## config.mk

```make
export PLATFORM = sky130hd
export DESIGN_NAME = song_player
export DESIGN_NICKNAME = d
export VERILOG_FILES = /design/src/rtl/song_player.sv
export SDC_FILE = /design/constraint.sdc
export NUM_CORES = 1
export LEC_CHECK = 0
export CORE_ASPECT_RATIO = 1.75
export CORE_MARGIN = 3
export CORE_UTILIZATION = 40
export CTS_CLUSTER_DIAMETER = 80
export DETAILED_ROUTE_END_ITERATION = 16
export PLACE_DENSITY_LB_ADDON = 0.1
export SKIP_CTS_REPAIR_TIMING = 1
export SYNTH_ARGS = -nofsm -noshare
export SYNTH_HDL_FRONTEND = slang
export SYNTH_SLANG_ARGS = --single-unit
export TNS_END_PERCENT = 30
```

## constraint.sdc

```tcl
create_clock -name clock -period 2 [get_ports clock]
set_input_delay 0.5 -clock clock [delete_from_list [all_inputs] [get_ports clock]]
set_output_delay 0.5 -clock clock [all_outputs]
set_load 0.01 [all_outputs]
```

## src/rtl/song_player.sv

```systemverilog
// Replays recorded note records from the song RAM as active-low key levels, timed by 0.01 s ticks.
// Define SONG_PLAYER_LOOP_EN to restart from address 0 at the end of each pass instead of stopping.
module song_player #(
    parameter int unsigned ADDR_W = 13,
    parameter int unsigned TIME_W = 13
) (
    input  logic              clock,
    input  logic              reset,
    input  logic              start,
    input  logic              stop,
    input  logic              tick,
    output logic [ADDR_W-1:0] rd_addr,
    input  logic [27:0]       rd_data,
    output logic              play_do,
    output logic              play_re,
    output logic              play_mi,
    output logic [1:0]        cur_key,
    output logic [TIME_W-1:0] play_time,
    output logic              busy,
    output logic              done
);

    localparam logic [2:0] StIdle  = 3'd0;
    localparam logic [2:0] StAddr  = 3'd1;
    localparam logic [2:0] StRead  = 3'd2;
    localparam logic [2:0] StWait  = 3'd3;
    localparam logic [2:0] StHold  = 3'd4;
    localparam logic [2:0] StNext  = 3'd5;
    localparam logic [2:0] StDone  = 3'd6;

    logic [2:0]        state_q, state_d;
    logic [ADDR_W-1:0] rd_addr_q, rd_addr_d;
    logic [TIME_W-1:0] play_time_q, play_time_d;
    logic [1:0]        cur_key_q, cur_key_d;
    logic [2:0]        keys_n_q, keys_n_d;   // {mi, re, do}, active low
    logic              busy_q, busy_d;
    logic              done_q, done_d;
    logic [1:0]        key_q, key_d;
    logic [TIME_W-1:0] st_q, st_d;
    logic [TIME_W-1:0] dur_q, dur_d;
    logic [TIME_W-1:0] remaining_q, remaining_d;
    logic              end_of_pass;

    always_comb begin
        state_d     = state_q;
        rd_addr_d   = rd_addr_q;
        play_time_d = play_time_q;
        cur_key_d   = cur_key_q;
        keys_n_d    = keys_n_q;
        busy_d      = busy_q;
        done_d      = 1'b0;
        key_d       = key_q;
        st_d        = st_q;
        dur_d       = dur_q;
        remaining_d = remaining_q;
        end_of_pass = 1'b0;

        if (busy_q && tick && (play_time_q != '1)) begin
            play_time_d = play_time_q + TIME_W'(1);
        end

        case (state_q)
            StIdle: begin
                if (start && !stop) begin
                    rd_addr_d   = '0;
                    play_time_d = '0;
                    busy_d      = 1'b1;
                    state_d     = StAddr;
                end
            end
            StAddr: state_d = StRead;
            StRead: begin
                key_d = rd_data[27:26];
                st_d  = TIME_W'(rd_data[25:13]);
                dur_d = TIME_W'(rd_data[12:0]);
                if (rd_data[27:26] == 2'b00) begin
                    end_of_pass = 1'b1;
                end else begin
                    state_d = StWait;
                end
            end
            StWait: begin
                if (play_time_q >= st_q) begin
                    case (key_q)
                        2'b01:   keys_n_d = 3'b110;
                        2'b10:   keys_n_d = 3'b101;
                        2'b11:   keys_n_d = 3'b011;
                        default: keys_n_d = 3'b111;
                    endcase
                    cur_key_d   = key_q;
                    // A zero duration still sounds for one tick.
                    remaining_d = (dur_q == '0) ? TIME_W'(1) : dur_q;
                    state_d     = StHold;
                end
            end
            StHold: begin
                if (tick) begin
                    if (remaining_q == TIME_W'(1)) begin
                        keys_n_d  = 3'b111;
                        cur_key_d = 2'b00;
                        state_d   = StNext;
                    end else begin
                        remaining_d = remaining_q - TIME_W'(1);
                    end
                end
            end
            StNext: begin
                if (&rd_addr_q) begin
                    end_of_pass = 1'b1;
                end else begin
                    rd_addr_d = rd_addr_q + ADDR_W'(1);
                    state_d   = StAddr;
                end
            end
            StDone: begin
                done_d  = 1'b1;
                busy_d  = 1'b0;
                state_d = StIdle;
            end
            default: state_d = StIdle;
        endcase

`ifdef SONG_PLAYER_LOOP_EN
        if (end_of_pass) begin
            rd_addr_d   = '0;
            play_time_d = '0;
            done_d      = 1'b1;
            state_d     = StAddr;
        end
`else
        if (end_of_pass) begin
            state_d = StDone;
        end
`endif

        // Abort overrides everything, including a pending done pulse.
        if (stop && (state_q != StIdle)) begin
            keys_n_d  = 3'b111;
            cur_key_d = 2'b00;
            busy_d    = 1'b0;
            done_d    = 1'b0;
            state_d   = StIdle;
        end
    end

    always_ff @(posedge clock) begin
        if (reset) begin
            state_q     <= StIdle;
            rd_addr_q   <= '0;
            play_time_q <= '0;
            cur_key_q   <= 2'b00;
            keys_n_q    <= 3'b111;
            busy_q      <= 1'b0;
            done_q      <= 1'b0;
            key_q       <= 2'b00;
            st_q        <= '0;
            dur_q       <= '0;
            remaining_q <= '0;
        end else begin
            state_q     <= state_d;
            rd_addr_q   <= rd_addr_d;
            play_time_q <= play_time_d;
            cur_key_q   <= cur_key_d;
            keys_n_q    <= keys_n_d;
            busy_q      <= busy_d;
            done_q      <= done_d;
            key_q       <= key_d;
            st_q        <= st_d;
            dur_q       <= dur_d;
            remaining_q <= remaining_d;
        end
    end

    assign rd_addr   = rd_addr_q;
    assign play_time = play_time_q;
    assign cur_key   = cur_key_q;
    assign play_do   = keys_n_q[0];
    assign play_re   = keys_n_q[1];
    assign play_mi   = keys_n_q[2];
    assign busy      = busy_q;
    assign done      = done_q;

endmodule

```

==> results of run 1 <==
==> cell usage after synthesis (8+ instances only) <==
cell / n
sky130_fd_sc_hd__nand2_1: 86
sky130_fd_sc_hd__dfxtp_1: 77
sky130_fd_sc_hd__a21oi_1: 51
sky130_fd_sc_hd__nor2_1: 45
sky130_fd_sc_hd__inv_1: 19
sky130_fd_sc_hd__nand3_1: 18
sky130_fd_sc_hd__ha_1: 17
sky130_fd_sc_hd__xor2_1: 15
sky130_fd_sc_hd__o21ai_0: 13
sky130_fd_sc_hd__clkbuf_1: 12
sky130_fd_sc_hd__nand4_1: 12
sky130_fd_sc_hd__nor4_1: 8
==> state kept, by name, summed over array words and instances (netlist names) <==
signal / cells
busy: 1
key_q: 2
st_q: 13
dur_q: 13
rd_addr: 13
play_time: 13
cur_key: 2
remaining_q: 13
state_q: 3
done: 1
keys_n_q: 3
==> metrics by stage <==
| step | util, % | cell area [um2] | worst slack [ps] |
|---|---|---|---|
| after CTS | 56.7 | 5430 | -133 |
| final | 58.4 | 5590 | -33.1 |
| after detailed placement | 53.3 | 5110 | -131 |
| after global routing | 58.4 | 5590 | -121 |
| after floorplan | - | 4000 | -89.9 |
| after global placement | 53.3 | 5110 | -55.7 |
==> power groups by stage <==
| stage | registers [mW] | logic [mW] | clock network [mW] |
|---|---|---|---|
| final | 1.79 | 1.34 | 1.77 |
| after CTS | 1.78 | 1.31 | 1.81 |
| after floorplan | 1.79 | 0.874 | 0 |
| after detailed placement | 1.82 | 1.30 | 0 |
| after global placement | 1.81 | 1.29 | 0 |
| after global routing | 1.81 | 1.50 | 1.87 |
==> path summary, 6_finish.rpt <==
| path | startpoint | end | slack [ps] | cells past startpoint |
|---|---|---|---|---|
| max | play_time[10]$_SDFF_PP0_ | remaining_q[1]$_SDFFE_PP0P_ | -30 | 7 |
| min | st_q[8]$_SDFFE_PP0P_ | st_q[8]$_SDFFE_PP0P_ | 450 | 2 |
| max reg2reg | play_time[10]$_SDFF_PP0_ | remaining_q[1]$_SDFFE_PP0P_ | -30 | 7 |
| min reg2reg | st_q[8]$_SDFFE_PP0P_ | st_q[8]$_SDFFE_PP0P_ | 450 | 2 |
==> routing by layer <==
metal | track usage, % | share of wire [%] | up-vias
met4 | 12.8 | 5.1 | 0
met3 | 3.06 | 3.3 | 32
met1 | 21.6 | 38 | 1775
met2 | 37.3 | 53 | 96
li1 | - | - | 1928
met5 | 0 | 0 | -
==> final cells by class <==
class	instances	area, um2
tap	122	153
multi-input combinational	364	2360
clock inverter	4	70.1
timing repair buffer	122	1120
inverter	21	78.8
fill	881	3990
clock buffer	12	256
sequential	77	1560
==> layout by cell type, fill, tap and decap left out, drive strengths merged, types with 3 or more instances in the layout <==
cell	count
nand4	12
nor2b	4
xnor2	5
nor4	9
a21oi	51
nor2	45
clkinv	3
nand3	19
dfxtp	77
inv	20
o31ai	9
o21a	4
nand2	87
buf	57
ha	17
a211oi	3
and3	6
or3	6
a31oi	6
clkbuf	12
nor3	7
mux2i	6
xor2	15
o21ai	14
nand3b	4
clkdlybuf4s50	65
o311ai	4
==> worst min-delay path: cells and delay by family, from the launching register on <==
| family | cells | cell delay, ps |
|---|---|---|
| compound gates | 1 | 50 |
| flops | 1 | 310 |
| simple gates | 1 | 50 |
==> cell families after synthesis <==
group,after synthesis,synth area share [%]
and+or+nand+nor,211,25.7
AOI/OAI and AO/OA,108,18.1
DFF,77,38.7
buffers and inverters,46,5.44
xor gates and xnor gates,20,4.40
adders and majority gates,17,5.34
muxes,8,2.26
==> metrics.md, run 1 <==
| Metric | Value |
|---|---|
| Proportion of power drawn by combinational gates | `approximately 27%` |
| Cell internal power dissipation | `3.42 mW` |
| H-tree levels | `3` |
| Final setup skew | `4.71 ps` |
| Library cell occupying the most area in the post-synthesis netlist | `sky130_fd_sc_hd__dfxtp_1` |
| Slew margin rel. | `66.5%` |
| Slew at the pin with the worst max-slew slack | `499 ps` |
| Ant diodes | `0` |
| CP Data Arrival Time | `2250 ps` |
| Final sum of negative setup slack | `-62.9 ps` |
| Number of clock buffers inserted by TritonCTS | `9` |
| CP cell instances | `ha_4 -> a211o_1 -> a211oi_2 -> o31ai_2 -> o21a_2 -> nand3_4 -> mux2_4` |
| Worst Setup Slack, final | `-33.1 ps` |
| Proportion of synthesized flip-flops having asynchronous set or reset | `0%` |
| Mapped Cells | `487` |
| Violated checks | `negative setup slack` |
| Number of distinct library cells after synthesis | `63` |
| Peak supply drop | `0.635 mV` |
| Crit path kind | `reg -> reg` |
| Number of iterations in the first detailed-routing pass | `4` |
| Die Area | `11200 um2` |
| Final wirelength | `11000 um` |
| Post-layout instance count excluding filler cells | `722` |
| Minimum hold slack | `452 ps` |
| Placed cell count | `around 700` |
| Share of the synthesized area in the top cell type | `38.7%` |
| Per-cell routed wire length | `15.3 um` |
| Combined area of all synthesized cells | `~4000 um2` |
| Post-CTS clock slew at the launch and capture registers of the worst setup and hold paths | `60 ps` |
| Number of pins exceeding their max-slew limit in the final report | `0` |
| Overall Power | `between 4 and 5 mW` |
| Post-synthesis net count | `between 500 and 600` |
| Unrepaired setup endpoints after global routing | `true` |
| Run status | `finished with violations` |
| Count of standard-cell rows | `47` |
| Number of global-route vias before repair | `about 3900` |
| Wire length of the first global-routing pass | `17800 um` |
| Area inside the core boundary | `9590 um2` |
| Clock sink count | `77` |
| Number of max-cap violations | `0` |
| Clock buffer depth | `2` |
| GRT overflow | `0` |
| Top fanout value on the critical path | `7` |
| Worst path bufs/invs | `0` |
| Total of flip-flops plus latches after synthesis | `77` |
| Share of the yosys chip area belonging to registers | `a little under 40%` |
| Final hold vios | `0` |
| Critical Path End Type | `register` |
| Mean post-synth cell area | `between 8 and 9 um2` |
| Total GRT Usage | `about 21%` |
| Detailed-route DRC error count | `0` |
| Maximum number of pins on one net before global-route repair | `43` |
| Port-buffer cells | `65` |
| Area Overhead vs Synth | `40.6%` |
| Leakage power summed over all cells | `2.11 nW` |
| Vias per cell | `5.31` |
| Final critical-path required period | `2030 ps` |
| Routability congestion estimate from global placement | `0.884` |
| Share of layout cells above drive strength 1 | `about a fifth` |
| Sw frac | `30.2%` |
| Effective utilization at floorplan | `41.5%` |
| Data required time of the worst path | `2210 ps` |
| Final number of setup-violating endpoints | `2` |
| Total number of yosys warnings | `0` |
| DRT antenna net count | `0` |
| Proportion of power drawn by flip-flops and latches | `36.5%` |
| Total number of vias | `3831` |
| Most used flip-flop cell after synthesis | `sky130_fd_sc_hd__dfxtp_1` |
| Top cells by area in the synthesized netlist | `sky130_fd_sc_hd__dfxtp_1, sky130_fd_sc_hd__nand2_1, sky130_fd_sc_hd__a21oi_1` |
| HPWL Detailed | `8260 um` |
| Number of synthesized flops with an enable pin | `0` |
| Power per unit of standard cell area | `876 nW/um2` |
| Part of the total power dissipated in the clock network | `36.1%` |
| Peak Freq | `492 MHz` |
| Standard cell with the maximum stage delay on the critical path | `sky130_fd_sc_hd__dfxtp_4` |
| Clock tree from TritonCTS | `yes` |
| Root cell of the clock tree | `sky130_fd_sc_hd__clkbuf_16` |
| Number of design-rule violations left by the first detailed-router iteration | `around 160` |
| Total I/O pin count | `66` |
| Chip height | `138 um` |
| DIE WIDTH | `81.4 um` |
| Clock insertion delay at the later pin of the skew report | `between 300 and 400 ps` |
| Worst path top cell family by delay | `compound AO/OA/AOI/OAI gates` |
| Sw power | `1.48 mW` |
| Startpoint Class | `register` |
| Class of the worst hold path | `reg -> reg` |
| Share of the clock period used by the worst path | `102%` |
| Number of antenna violations at the first check in global routing | `0` |
| Critical path's largest stage delay | `350 ps` |
| Number of nets in the layout | `around 650` |
Note: power is estimated with default switching activity, not from simulation.
==> run 2, diff against run 1 <==
--- a/config.mk
+++ b/config.mk
@@ -5,7 +5,7 @@
 export SDC_FILE = /design/constraint.sdc
 export NUM_CORES = 1
 export LEC_CHECK = 0
-export CORE_ASPECT_RATIO = 1.75
+export CORE_ASPECT_RATIO = 1.1
 export CORE_MARGIN = 3
 export CORE_UTILIZATION = 40
 export CTS_CLUSTER_DIAMETER = 80
==> run 2 against run 1 <==
The flow still finishes with violations (negative setup slack). Final cell count is 0.55% lower. Clock skew grew 6.8 ps. Routed wire length is 5.4% lower. Setup slack got worse by 87 ps. Critical path depth rose by 1. Count of clock-buffer cells in the layout shrank 2. Flip-flop and latch count unchanged. Total power fell by 12%. Critical path type unchanged. First-iteration DRC count is 20% lower. Highest routed layer unchanged. Die area fell by 0.40%. Register-to-register slack worse by 90 ps. Clock power is 32% lower.
==> metrics.md, run 2 (synthesized netlist as in run 1, its figures left out) <==
| Metric | Value |
|---|---|
| Post-layout instance area | `5410 um2 (-3.3%)` |
| Data required time of the worst path | `2280 ps (+70 ps)` |
| Share of layout cells above drive strength 1 | `18.5% (-1.2 points)` |
| Final hold vios | `0 (unchanged)` |
| Unrepaired setup endpoints after global routing | `true` |
| Run status | `finished with violations` |
| Detailed-route DRC error count | `0 (unchanged)` |
| Crit path kind | `reg -> reg` |
| Wire length of the first global-routing pass | `17200 um (-3.0%)` |
| Post-CTS clock slew at the launch and capture registers of the worst setup and hold paths | `90 ps (+30 ps)` |
| Final number of setup-violating endpoints | `20 (+18)` |
| Area inside the core boundary | `9540 um2 (-0.51%)` |
| Number of max-cap violations | `0 (unchanged)` |
| Startpoint Class | `register` |
| Clock insertion delay at the later pin of the skew report | `350 ps (+20 ps)` |
| Root cell of the clock tree | `sky130_fd_sc_hd__clkbuf_8` |
| Number of global-route vias before repair | `3603 (-6.9%)` |
| Commonest non-fill, non-tap cells in the layout | `sky130_fd_sc_hd__nand2_1, sky130_fd_sc_hd__dfxtp_1, sky130_fd_sc_hd__clkdlybuf4s50_1` |
| HPWL Detailed | `7660 um (-7.3%)` |
| Power per unit of standard cell area | `797 nW/um2 (-9.0%)` |
| Routability congestion estimate from global placement | `0.840 (-5.0%)` |
| Ant diodes | `0 (unchanged)` |
| Effective utilization at floorplan | `41.7% (+0.21 points)` |
| Share of the clock period used by the worst path | `106% (+4.3 points)` |
| Number of design-rule violations left by the first detailed-router iteration | `124 (-20%)` |
| Standard cell with the maximum stage delay on the critical path | `sky130_fd_sc_hd__dfxtp_4` |
| Number of clock buffers inserted by TritonCTS | `9 (unchanged)` |
| Critical path's largest stage delay | `360 ps (about the same)` |
| Overall Power | `4.31 mW (-12%)` |
| Violated checks | `negative setup slack` |
| Global Route met3 Usage | `3.54% (+0.48 points)` |
| Clock buffer depth | `2 (unchanged)` |
| Slew margin rel. | `71.5% (+5.1 points)` |
| Worst Setup Slack, final | `-120 ps (-86.5 ps)` |
| Class of the worst hold path | `reg -> reg` |
| Die Area | `11200 um2 (-0.40%)` |
| Critical Path End Type | `register` |
| Global routing's busiest layer | `met2` |
| Slew at the pin with the worst max-slew slack | `427 ps (-71.2 ps)` |
| CP cell instances | `ha_4 -> a211o_1 -> a211oi_4 -> o31ai_4 -> o21a_2 -> buf_6 -> nand3b_4 -> mux2i_2` |
| Final setup skew | `11.5 ps (+6.75 ps)` |
| Number of nets in the layout | `646 (+0.16%)` |
| Vias per cell | `5.26 (-0.89%)` |
| GRT overflow | `0 (unchanged)` |
| GRT met2 Usage | `29.9% (-7.4 points)` |
| Peak Freq | `472 MHz (-4.1%)` |
| Maximum number of pins on one net before global-route repair | `39 (-9.3%)` |
| H-tree levels | `3 (unchanged)` |
| Port-buffer cells | `65 (unchanged)` |
| DRT antenna net count | `0 (unchanged)` |
| Most frequent standard cell in the layout excluding fill and tap cells | `sky130_fd_sc_hd__nand2_1` |
| Number of iterations in the first detailed-routing pass | `5 (+1)` |
| Total number of vias | `3776 (-1.4%)` |
| GR Layer Usage met1 | `25.6% (+4.0 points)` |
| Top fanout value on the critical path | `5 (-2)` |
| Area Overhead vs Synth | `36.0%` |
| Peak supply drop | `0.371 mV (-42%)` |
| Chip height | `111 um (-20%)` |
| Number of pins exceeding their max-slew limit in the final report | `0 (unchanged)` |
| Clock tree from TritonCTS | `yes` |
| Number of antenna violations at the first check in global routing | `0 (unchanged)` |
| Post-place instance area | `5130 um2 (+0.42%)` |
| Per-cell routed wire length | `14.6 um (-4.8%)` |
| Final critical-path required period | `2120 ps (+86.5 ps)` |
| Total I/O pin count | `66 (unchanged)` |
| Final wirelength | `10500 um (-5.4%)` |
| Total GRT Usage | `18.6% (-2.0 points)` |
| DIE WIDTH | `101 um (+24%)` |
| Count of standard-cell rows | `37 (-21%)` |
| CP Data Arrival Time | `2390 ps (+140 ps)` |
| Leakage power summed over all cells | `2.02 nW (-4.2%)` |
| Clock sink count | `77 (unchanged)` |
==> run 2: cell types whose count changed in the layout (fill, tap and decap cells not counted), moves of 3 or more <==
| cell | delta |
|---|---|
| sky130_fd_sc_hd__clkbuf_16 | -9 |
| sky130_fd_sc_hd__clkbuf_8 | +7 |
| sky130_fd_sc_hd__clkinvlp_4 | +3 |
| sky130_fd_sc_hd__dfxtp_1 | +5 |
| sky130_fd_sc_hd__dfxtp_2 | -5 |
| sky130_fd_sc_hd__ha_1 | +3 |
| sky130_fd_sc_hd__o311ai_1 | +3 |
==> run 2: final timing paths <==
| kind | startpoint | end | slack (ps) | cells after the start |
|---|---|---|---|---|
| setup / recovery | play_time[10]$_SDFF_PP0_ | cur_key[1]$_SDFFE_PP0P_ | -120 | 8 |
| hold / removal | st_q[1]$_SDFFE_PP0P_ | st_q[1]$_SDFFE_PP0P_ | 460 | 2 |
| setup reg to reg | play_time[10]$_SDFF_PP0_ | cur_key[1]$_SDFFE_PP0P_ | -120 | 8 |
| hold reg to reg | st_q[1]$_SDFFE_PP0P_ | st_q[1]$_SDFFE_PP0P_ | 460 | 2 |
==> run 2: critical path, delay by kind of cell, from the launching register on <==
family	cells	cell delay, ps
AO/OA/AOI/OAI	4	970
adder cells (fa/ha/maj)	1	230
buffers and inverters	1	140
flip-flops	1	360
multiplexers	1	210
AND/OR/NAND/NOR	1	120
==> run 2: through the flow <==
stage | util (%) | TNS (ps) | worst slack, ps | instances | hold slack (ps)
2_1_floorplan | - | -180 | -89.9 | 487 | 436
3_5_place_dp | 53.8 | -1680 | -150 | 700 | 447
6_report | 56.7 | -1540 | -120 | 718 | 457
4_1_cts | 55.9 | -1870 | -169 | 716 | 458
3_3_place_gp | 53.8 | -128 | -17.6 | 700 | 444
5_1_grt | 56.7 | -3840 | -211 | 718 | 490
==> run 2: layer usage <==
layer,wire length [um],vias to the layer above
met1,4880,1777
li1,-,1923
met2,5070,69
met4,72,0
met3,430,7
met5,0,-
==> run 2: final cells by class <==
class	instances	area, um2
Fill cell	936	4130
Inverter	21	78.8
Timing Repair Buffer	123	1140
Tap cell	117	146
Sequential cell	77	1550
Clock buffer	10	128
Multi-Input combinational cell	364	2300
Clock inverter	6	70.1
==> run 2: power by group <==
group / total, mW / internal (mW) / switching, mW / leakage [nW]
combinational: 1.32 / 0.583 / 0.740 / 1.31
clock: 1.21 / 0.586 / 0.623 / 0.0895
sequential: 1.78 / 1.67 / 0.109 / 0.625
total: 4.31 / 2.84 / 1.47 / 2.02
